$ cat src/rtl/cvg_slew_pkg.sv
// Shared types and constants for the control-voltage slewer.
// Readback of targets/STEP is enabled by defining CVG_SLEW_READBACK_EN.
package cvg_slew_pkg;

    localparam int NUM_CH = 6;

    localparam logic [2:0] CH_OFFSET = 3'd0;
    localparam logic [2:0] CH_DUTYS  = 3'd1;
    localparam logic [2:0] CH_GAINV  = 3'd2;
    localparam logic [2:0] CH_SQVL   = 3'd3;
    localparam logic [2:0] CH_SQVT   = 3'd4;
    localparam logic [2:0] CH_SPARE  = 3'd5;

    localparam logic [2:0] ADDR_STEP = 3'd6;

    typedef enum logic {
        IDLE = 1'b0,
        SCAN = 1'b1
    } state_e;

    typedef logic [11:0] code_t;

endpackage

$ cat src/rtl/cvg_slew_tick_div.sv
// Free-running divider: Tick is high for one cycle every TICK_DIV clocks,
// in the cycle where the count sits at TICK_DIV-1.
module cvg_slew_tick_div #(
    parameter int TICK_DIV = 54
) (
    input  logic Clock,
    input  logic Reset,
    output logic Tick
);

    logic [15:0] count_q;
    logic [15:0] count_d;

    always_comb begin
        count_d = (count_q == 16'(TICK_DIV - 1)) ? 16'd0 : count_q + 16'd1;
    end

    always_ff @(posedge Clock or posedge Reset) begin
        if (Reset) begin
            count_q <= 16'd0;
        end else begin
            count_q <= count_d;
        end
    end

    assign Tick = (count_q == 16'(TICK_DIV - 1));

endmodule

$ cat src/rtl/cvg_ctrl_voltage_slewer.sv
// Six-channel control-code slewer: one shared step/clamp datapath visits each
// channel once per tick. CVG_SLEW_READBACK_EN adds a registered readback port.
module cvg_ctrl_voltage_slewer
    import cvg_slew_pkg::*;
#(
    parameter int          TICK_DIV   = 54,
    parameter logic [11:0] STEP_RESET = 12'h001
) (
    input  logic        Clock,
    input  logic        Reset,
    input  logic        Wr_En,
    input  logic [2:0]  Wr_Addr,
    input  logic [11:0] Wr_Data,
    output logic [11:0] OFFSET_VU,
    output logic [11:0] DUTYS_VU,
    output logic [11:0] GAINV_VU,
    output logic [11:0] SQVL_VU,
    output logic [11:0] SQVT_VU,
    output logic [11:0] SPARE_VU,
    output logic        Settled,
    output logic        Busy
`ifdef CVG_SLEW_READBACK_EN
    ,
    input  logic [2:0]  Rd_Addr,
    output logic [11:0] Rd_Data
`endif
);

    state_e       state_q, state_d;
    logic [2:0]   ch_q, ch_d;
    code_t        step_q, step_d;
    code_t        tgt_q [NUM_CH];
    code_t        tgt_d [NUM_CH];
    code_t        cur_q [NUM_CH];
    code_t        cur_d [NUM_CH];
    logic         settled_q, settled_d;
    logic         tick;

    code_t              sel_cur, sel_tgt, mag, next_code;
    logic signed [12:0] diff;

    cvg_slew_tick_div #(
        .TICK_DIV(TICK_DIV)
    ) u_tick_div (
        .Clock(Clock),
        .Reset(Reset),
        .Tick (tick)
    );

    // Shared datapath: move toward target by STEP, landing exactly on it when closer.
    always_comb begin
        sel_cur = cur_q[ch_q];
        sel_tgt = tgt_q[ch_q];
        diff    = {1'b0, sel_tgt} - {1'b0, sel_cur};
        mag     = diff[12] ? 12'(-diff) : 12'(diff);
        if (step_q == 12'h000 || step_q >= mag) begin
            next_code = sel_tgt;
        end else if (diff[12]) begin
            next_code = sel_cur - step_q;
        end else begin
            next_code = sel_cur + step_q;
        end
    end

    // NOTE: every always_comb output gets a default first so no path can infer a latch.
    always_comb begin
        tgt_d  = tgt_q;
        cur_d  = cur_q;
        step_d = step_q;
        if (Wr_En) begin
            if (Wr_Addr == ADDR_STEP) begin
                step_d = Wr_Data;
            end else if (Wr_Addr < ADDR_STEP) begin
                tgt_d[Wr_Addr] = Wr_Data;
            end
        end
        if (state_q == SCAN) begin
            cur_d[ch_q] = next_code;
        end
        settled_d = 1'b1;
        for (int i = 0; i < NUM_CH; i++) begin
            if (cur_q[i] != tgt_q[i]) begin
                settled_d = 1'b0;
            end
        end
    end

    always_comb begin
        state_d = state_q;
        ch_d    = ch_q;
        case (state_q)
            IDLE: begin
                if (tick) begin
                    state_d = SCAN;
                    ch_d    = CH_OFFSET;
                end
            end
            SCAN: begin
                if (ch_q == CH_SPARE) begin
                    state_d = IDLE;
                    ch_d    = CH_OFFSET;
                end else begin
                    ch_d = ch_q + 3'd1;
                end
            end
            default: begin
                state_d = IDLE;
                ch_d    = CH_OFFSET;
            end
        endcase
    end

    always_comb begin
        Busy = (state_q == SCAN);
    end

    // NOTE: the code/target arrays are only six registers, so they take the async reset like any other state.
    always_ff @(posedge Clock or posedge Reset) begin
        if (Reset) begin
            state_q   <= IDLE;
            ch_q      <= CH_OFFSET;
            step_q    <= STEP_RESET;
            settled_q <= 1'b1;
            for (int i = 0; i < NUM_CH; i++) begin
                tgt_q[i] <= 12'h000;
                cur_q[i] <= 12'h000;
            end
        end else begin
            state_q   <= state_d;
            ch_q      <= ch_d;
            step_q    <= step_d;
            settled_q <= settled_d;
            tgt_q     <= tgt_d;
            cur_q     <= cur_d;
        end
    end

    assign OFFSET_VU = cur_q[CH_OFFSET];
    assign DUTYS_VU  = cur_q[CH_DUTYS];
    assign GAINV_VU  = cur_q[CH_GAINV];
    assign SQVL_VU   = cur_q[CH_SQVL];
    assign SQVT_VU   = cur_q[CH_SQVT];
    assign SPARE_VU  = cur_q[CH_SPARE];
    assign Settled   = settled_q;

`ifdef CVG_SLEW_READBACK_EN
    code_t rd_q, rd_d;

    always_comb begin
        rd_d = 12'h000;
        if (Rd_Addr == ADDR_STEP) begin
            rd_d = step_q;
        end else if (Rd_Addr < ADDR_STEP) begin
            rd_d = tgt_q[Rd_Addr];
        end
    end

    always_ff @(posedge Clock or posedge Reset) begin
        if (Reset) begin
            rd_q <= 12'h000;
        end else begin
            rd_q <= rd_d;
        end
    end

    assign Rd_Data = rd_q;
`endif

endmodule

$ cat config.mk
export PLATFORM = sky130hd
export DESIGN_NAME = cvg_ctrl_voltage_slewer
export DESIGN_NICKNAME = d
export VERILOG_FILES = /design/src/rtl/cvg_slew_pkg.sv /design/src/rtl/cvg_slew_tick_div.sv /design/src/rtl/cvg_ctrl_voltage_slewer.sv
export SDC_FILE = /design/constraint.sdc
export NUM_CORES = 1
export LEC_CHECK = 0
export CAP_MARGIN = 15
export CORE_MARGIN = 4
export CORE_UTILIZATION = 45
export CTS_BUF_LIST = sky130_fd_sc_hd__clkbuf_8
export CTS_CLUSTER_DIAMETER = 150
export DETAILED_ROUTE_END_ITERATION = 12
export HOLD_SLACK_MARGIN = 0.1
export PLACE_DENSITY = 0.77
export SYNTH_ARGS = -nofsm -noshare
export SYNTH_HDL_FRONTEND = slang
export SYNTH_HIERARCHICAL = 1
export SYNTH_SLANG_ARGS = --single-unit
$ cat constraint.sdc
create_clock -name Clock -period 12.3 [get_ports Clock]
set_input_delay 1.23 -clock Clock [delete_from_list [all_inputs] [get_ports Clock]]
set_output_delay 1.23 -clock Clock [all_outputs]
set_load 0.01 [all_outputs]
==> qor.txt, run 1 <==
Status: finished, final reports clean
TritonCTS clock tree: done
Net Sw Frac: 41.48%
Total Wirelength: 34220 um
Slowest stage delay, CP: 0.56 ns
Worst Hold End: u_tick_div/count_q[15]
Worst EP arrival: 7.15 ns
Nets@finish: 1215
Hold Path Depth: 1
Final ANT Viol Nets: 0
Die height: 162.9 um
Min Clock Period, post-route: 6.755 ns
Fin crit share: 54.92%
Top_reg_cell synth: dfrtp_1
Die Span X: 162.9 um
Area occupied by multi-input gates: 6057 um^2
Pwr Density: 151.8 nW/um^2
Comb power frac: 38.3%
PortBufs: 91
Commonest non-fill, non-tap cell in the layout: dfrtp_1
CP Data Required Time: 12.70 ns
Util after Layout: 52.91%
Register Area: 4437 um^2
DRT iter0 DRCs: 847
Hold Startpoint: u_tick_div/count_q[15]
Synth async-reset ratio: 100.0%
GPL Wtd Cong: 0.9883
Sink Count: 177
Slowest CP cell: nor2b_2
Max-Slew Margin vs Limit: 21.25%
Clock Path Buffers: 2
Worst Setup Start Kind: register
Dpl cell area: 12000 um^2
Cell variety after synth: 74
EDFF count, synth: 0
CTS H-tree lvls: 4
P_int: 1.106 mW
Share of post-route cells with drive strength above 1: 13.69%
Row count: 56
Worst Tran Pin Value: 1.178 ns
Vias: 9010
Total gr overflow: 0
1st-pass router iterations: 6
Vias in the first global route: 8764
Worst-path clk slew: 0.12 ns
Initial Util: 45.85%
Reg power frac: 38.2%
Seq/Total Area, Yosys: 41.05%
CTS Root Buffer Type: clkbuf_8
I/O pins: 92
Final Non-Filler Cells: 1488
Setup Viol. Count Final: 0
Avg Vias per Cell: 6.055
Cell Area, Synth: 10800 um^2
RSZ-0062 raised after global routing: no
First-pass GRT wire length: 52940 um
Clk_skew: 0.01877 ns
FF-to-FF Start: ch_q[1]
Leakage: 5.055 nW
Max Fclk: 0.1480 GHz
Setup TNS: 0 ns
Synth Warn #: 6
Reg-to-Reg End: SQVT_VU[9]
Cells after Synth: 1087
Largest net degree at the start of global routing: 89
CTS resizes: 0
Critical Path, Cell by Cell: buf_4 > nor2b_2 > buf_4 > a211oi_1 > a21oi_1 > ha_1 > nor2b_1 > o2111ai_1 > nand3b_1 > xor2_1 > nand4bb_1 > o21ai_0 > xor2_1 > ha_1 > a21o_1 > a21o_1 > a211o_1 > a21o_1 > a221oi_1 > a22oi_1 > o21ai_0
Syn_nets: 1146
# DRC: 0
Reg2reg setup slack: 5.55 ns
P_sw: 0.7842 mW
Cts hold-fix bufs: 0
Worst-Skew Late Latency: 0.49 ns
Core Area: 23540 um^2
Buf/Inv on CP: 2
Critical Path End Type: register
Critical path type: register to register
Crit-path leading delay family: compound AO/OA/AOI/OAI gates
Ant diodes: 0
HPWL Detailed: 25130 um
Most used cell, CP: a21o_1
Area growth, synth to finish: 15.38%
Commonest non-fill, non-tap cells in the layout: dfrtp_1 (173), nand2_1 (125), clkdlybuf4s50_1 (91)
Total CTS buffers: 17
Max IR drop VDD: 0.06981 mV
Final-report max-slew violation count: 0
Flops & latches, synth: 177
Critical path peak fanout: 65
Fill count: 2167
Number of antenna violations at the first check in global routing: 0
Worst r2r path cells: 21
Worst hold margin: 0.4796 ns
Per-cell routed wire length: 23.00 um
DIE AREA: 26530 um^2
Final Hold Viols: 0
Setup Buffers After CTS: 0
# Max-Cap Violations: 0
Min-Delay Path Class: register to register
Syn Area/Cell: 9.931 um^2
Power share of the clock group: 23.5%
Placed Cells: 1455
Total track usage: 26.16%
Fin area: 12460 um^2
[state kept, by name, summed over array words and instances, names as in the netlist]
| register | cells |
|---|---|
| DUTYS_VU | 12 |
| ch_q | 3 |
| SPARE_VU | 12 |
| OFFSET_VU | 12 |
| u_tick_div/count_q | 16 |
| tgt_q | 72 |
| SQVL_VU | 12 |
| step_q | 12 |
| Settled | 1 |
| Busy | 1 |
| GAINV_VU | 12 |
| SQVT_VU | 12 |
[layout make-up]
type | count | share of cell area [%]
Clock buffer | 17 | 1.878
Clock inverter | 15 | 1.627
Inverter | 28 | 0.8840
Multi-Input combinational cell | 828 | 48.63
Sequential cell | 177 | 35.62
Tap cell | 319 | 3.204
Timing Repair Buffer | 104 | 8.157
[metal layers]
layer	up-vias	global-route usage, %	wire (um)
li1	4042	-	-
met1	4421	34.70	14300
met2	434	40.91	15520
met3	113	5.872	2616
met4	0	12.24	1792
met5	-	0	0
[through the flow]
| step | setup slack (ns) | power [mW] |
|---|---|---|
| 2_1_floorplan | 6.725 | 1.226 |
| 3_3_place_gp | 5.769 | 1.421 |
| 3_5_place_dp | 5.695 | 1.436 |
| 4_1_cts | 5.624 | 1.876 |
| 5_1_grt | 5.025 | 1.983 |
| 6_report | 5.545 | 1.890 |
[Yosys cell counts, types with 3 or more instances]
library cell  instances  area (um^2)
dfrtp_1             175         4379
nand2_1             125        469.2
o21ai_0              90        450.4
mux2_2               86        968.4
xnor2_1              78        683.2
mux2i_1              56        560.5
a21oi_1              50        250.2
nor2_1               45        168.9
xor2_1               40        350.3
ha_1                 39        488.0
clkbuf_1             35        131.4
inv_1                28        105.1
nand4_1              22        137.6
nor4_1               18        112.6
o21ai_1              17        85.08
nand3_1              16        80.08
nor3_1               16        80.08
a211oi_1             13        97.59
a21o_1               11        82.58
buf_2                11        55.05
o221ai_1             11        96.34
nand3b_1              7        52.55
a2111oi_0             6        52.55
buf_1                 6        22.52
nor2b_1               5        31.28
o211ai_1              5        37.54
and3_1                4        25.02
nand2b_1              4        25.02
nor4_2                4        50.05
nand4b_1              3        26.28
nor3b_1               3        22.52
o21a_1                3        22.52
[kinds of logic after synthesis]
kind of cell / Yosys count / synth area share [%]
mux: 143 / 14.37
flops: 177 / 41.05
compound gates: 235 / 13.50
buf+inv: 82 / 3.048
fa+ha+maj: 41 / 4.891
simple gates: 290 / 13.41
xor+xnor: 119 / 9.724
[power by group through the flow]
stage	clock network, mW	registers (mW)	logic [mW]
global route	0.473	0.727	0.783
finish	0.444	0.723	0.724
detailed placement	0	0.732	0.704
floorplan	0	0.702	0.524
global placement	0	0.728	0.693
CTS	0.447	0.720	0.709
[worst reg2reg max path, stage by stage (launching register included)]
cell and delay [ns]:
dfrtp_2 0.36, buf_4 0.52, nor2b_2 0.59, buf_4 0.37
a211oi_1 0.14, a21oi_1 0.39, ha_1 0.30, nor2b_1 0.15
o2111ai_1 0.31, nand3b_1 0.21, xor2_1 0.41, nand4bb_1 0.30
o21ai_0 0.15, xor2_1 0.18, ha_1 0.31, a21o_1 0.18
a21o_1 0.17, a211o_1 0.31, a21o_1 0.46, a221oi_1 0.35
a22oi_1 0.21, o21ai_0 0.28
[how the worst max path moves through the flow]
stage / from / endpoint / slack (ns) / cells past startpoint
finish: ch_q[1] / SQVT_VU[9] / 5.55 / 21
global route: ch_q[1] / OFFSET_VU[1] / 5.02 / 19
detailed placement: ch_q[1] / SQVL_VU[9] / 5.70 / 20
global placement: ch_q[1] / SQVL_VU[7] / 5.77 / 20
CTS: ch_q[1] / SQVT_VU[9] / 5.62 / 20
floorplan: Reset / Busy / 6.73 / 1
(Power assumes the default switching activity.)
==> inputs of run 2 (changes only) <==
--- a/config.mk
+++ b/config.mk
@@ -12,7 +12,7 @@
 export CTS_CLUSTER_DIAMETER = 150
 export DETAILED_ROUTE_END_ITERATION = 12
 export HOLD_SLACK_MARGIN = 0.1
-export PLACE_DENSITY = 0.77
+export PLACE_DENSITY = 0.79
 export SYNTH_ARGS = -nofsm -noshare
 export SYNTH_HDL_FRONTEND = slang
 export SYNTH_HIERARCHICAL = 1
==> constraint.sdc (replaced) <==
create_clock -name Clock -period 6.1 [get_ports Clock]
set_input_delay 0.61 -clock Clock [delete_from_list [all_inputs] [get_ports Clock]]
set_output_delay 0.61 -clock Clock [all_outputs]
set_load 0.01 [all_outputs]
==> qor.txt, run 2 (synthesis results as in run 1) <==
Status: finished, final reports clean
HPWL Detailed: 25870 um (+2.9%)
Worst Setup Start Kind: register
Final Hold Viols: 0 (unchanged)
Max-Slew Margin vs Limit: 23.70% (+2.4 points)
Final-report max-slew violation count: 0 (unchanged)
Worst EP arrival: 6.12 ns (-1.03 ns)
Worst r2r path cells: 23 (+9.5%)
Die Span X: 162.9 um (unchanged)
Total track usage: 26.77% (+0.60 points)
Commonest non-fill, non-tap cell in the layout: dfrtp_1
Worst Tran Pin Value: 1.139 ns (-0.03945 ns)
Max IR drop VDD: 0.1727 mV (+150%)
Core Area: 23540 um^2 (unchanged)
Vias: 9183 (+1.9%)
1st-pass router iterations: 6 (unchanged)
Pre-CTS WS: 0.1969 ns (-5.498 ns)
Leakage: 5.114 nW (+1.2%)
CP Data Required Time: 6.45 ns (-6.25 ns)
Sink Count: 177 (unchanged)
I/O pins: 92 (unchanged)
Final WS setup: 0.3321 ns (-5.213 ns)
CTS H-tree lvls: 4 (unchanged)
Max reg flops: 72 (unchanged)
# Max-Cap Violations: 0 (unchanged)
DIE AREA: 26530 um^2 (unchanged)
# DRC: 0 (unchanged)
Per-cell routed wire length: 23.49 um (+2.1%)
Worst-Skew Late Latency: 0.49 ns (about the same)
Net Sw Frac: 41.16% (-0.33 points)
Reg with most FFs: tgt_q
Max Fclk: 0.1734 GHz (+17%)
Reg-to-Reg End: GAINV_VU[6]
Ant diodes: 0 (unchanged)
TritonCTS clock tree: done
Cts hold-fix bufs: 0 (unchanged)
First-pass GRT wire length: 54190 um (+2.3%)
Comb power frac: 39.3% (+1.0 points)
Commonest non-fill, non-tap cells in the layout: dfrtp_1 (173), nand2_1 (125), clkdlybuf4s50_1 (91)
Min Clock Period, post-route: 5.768 ns (-0.9867 ns)
Share of post-route cells with drive strength above 1: 14.83% (+1.1 points)
Total Wirelength: 35210 um (+2.9%)
Initial Util: 45.85% (unchanged)
Final ANT Viol Nets: 0 (unchanged)
Reg2reg setup slack: 0.33 ns (-5.21 ns)
Worst-path clk slew: 0.12 ns (about the same)
FF-to-FF Start: ch_q[2]
Largest net degree at the start of global routing: 109 (+22%)
Total CTS buffers: 17 (unchanged)
Number of antenna violations at the first check in global routing: 0 (unchanged)
Setup Viol. Count Final: 0 (unchanged)
P_int: 2.290 mW (+110%)
Clk_skew: 0.02399 ns (+0.005214 ns)
P_sw: 1.602 mW (+100%)
Min-Delay Path Class: register to register
Fin crit share: 94.56% (+40 points)
DRT iter0 DRCs: 966 (+14%)
Hold Startpoint: u_tick_div/count_q[15]
Power share of the clock group: 23.3% (-0.2 points)
Row count: 56 (unchanged)
Setup TNS: 0 ns (unchanged)
Nets@finish: 1226 (+0.91%)
GPL Wtd Cong: 1.007 (+1.9%)
Top Registers: tgt_q x72, u_tick_div/count_q x16
CTS Root Buffer Type: clkbuf_8
Critical Path End Type: register
Area growth, synth to finish: 16.52%
Vias in the first global route: 8983 (+2.5%)
Avg Vias per Cell: 6.126 (+1.2%)
Pwr Density: 309.4 nW/um^2 (+100%)
PortBufs: 91 (unchanged)
Worst Hold End: u_tick_div/count_q[15]
Reg power frac: 37.4% (-0.8 points)
Die height: 162.9 um (unchanged)
Hold Path Depth: 1 (unchanged)
Clock Path Buffers: 2 (unchanged)
Critical path peak fanout: 12 (-82%)
Total gr overflow: 0 (unchanged)
RSZ-0062 raised after global routing: no
Critical path type: register to register
## run 2: cell types whose count changed in the layout (fill, tap and decap cells not counted), sizes merged
cell / before / now
buf: 13 / 24
clkbuf: 17 / 18
inv: 36 / 35
## run 2: final cells by class
| type | count | area, um^2 |
|---|---|---|
| fillers | 2108 | 10960 |
| multi-input cells | 828 | 6088 |
| flip-flops and latches | 177 | 4437 |
| repair buffers | 115 | 1095 |
| well taps | 319 | 399.1 |
| clock buffers | 18 | 247.7 |
| clock inverters | 14 | 201.4 |
| inverters | 28 | 110.1 |
## run 2: worst max path at each step
stage	startpoint	to	slack (ns)	cells after the start
final	ch_q[2]	GAINV_VU[6]	0.33	23
after global routing	ch_q[2]	OFFSET_VU[7]	0.04	23
after CTS	ch_q[2]	GAINV_VU[6]	0.16	21
after detailed placement	ch_q[2]	GAINV_VU[7]	0.20	20
after global placement	ch_q[2]	SQVT_VU[7]	0.27	18
after floorplan	ch_q[2]	GAINV_VU[6]	0.57	25
## run 2: power groups by stage
stage | combinational (mW) | clock [mW] | sequential (mW)
2_1_floorplan | 1.06 | 0 | 1.42
3_3_place_gp | 1.45 | 0 | 1.47
3_5_place_dp | 1.47 | 0 | 1.47
4_1_cts | 1.48 | 0.915 | 1.45
5_1_grt | 1.65 | 0.969 | 1.47
6_report | 1.53 | 0.907 | 1.45
## run 2: metrics by stage
step | power (mW) | cells | instance area, um^2 | hold slack [ns] | util (%)
after floorplan | 2.472 | 1087 | 10800 | 0.4426 | -
after global placement | 2.914 | 1466 | 12110 | 0.4672 | 51.42
after detailed placement | 2.945 | 1466 | 12110 | 0.4764 | 51.42
after CTS | 3.848 | 1498 | 12550 | 0.5006 | 53.33
after global routing | 4.090 | 1499 | 12580 | 0.5133 | 53.43
final | 3.892 | 1499 | 12580 | 0.5016 | 53.43
## run 2: critical path, stage by stage, from the launching register on
cell and delay [ns]:
dfrtp_4 0.61, nor2b_2 0.16, buf_4 0.20, nand2_1 0.07, o21ai_0 0.08, o21ai_0 0.18
inv_1 0.12, ha_1 0.16, inv_1 0.05, fa_1 0.41, nand3_1 0.13, nand2_2 0.09
a31oi_4 0.18, xnor2_1 0.13, or4_4 0.51, o41ai_2 0.38, xor2_1 0.18, ha_1 0.26
a21o_1 0.16, a211o_1 0.31, a21oi_1 0.25, buf_4 0.29, mux2i_2 0.50, o21ai_0 0.19
## run 2: metal layers
layer / up-vias / GRT usage (%) / wire [um]
li1: 4091 / - / -
met1: 4520 / 35.06 / 14480
met2: 469 / 42.85 / 16350
met3: 103 / 5.264 / 2533
met4: 0 / 12.66 / 1838
met5: - / 0 / 0
## run 2: what timing repair did
| action | 4_1_cts | 5_1_grt |
|---|---|---|
| resized for setup | 0 | 5 |
| endpoints found under the setup margin | 0 | 28 |
| buffers inserted | 0 | 1 |
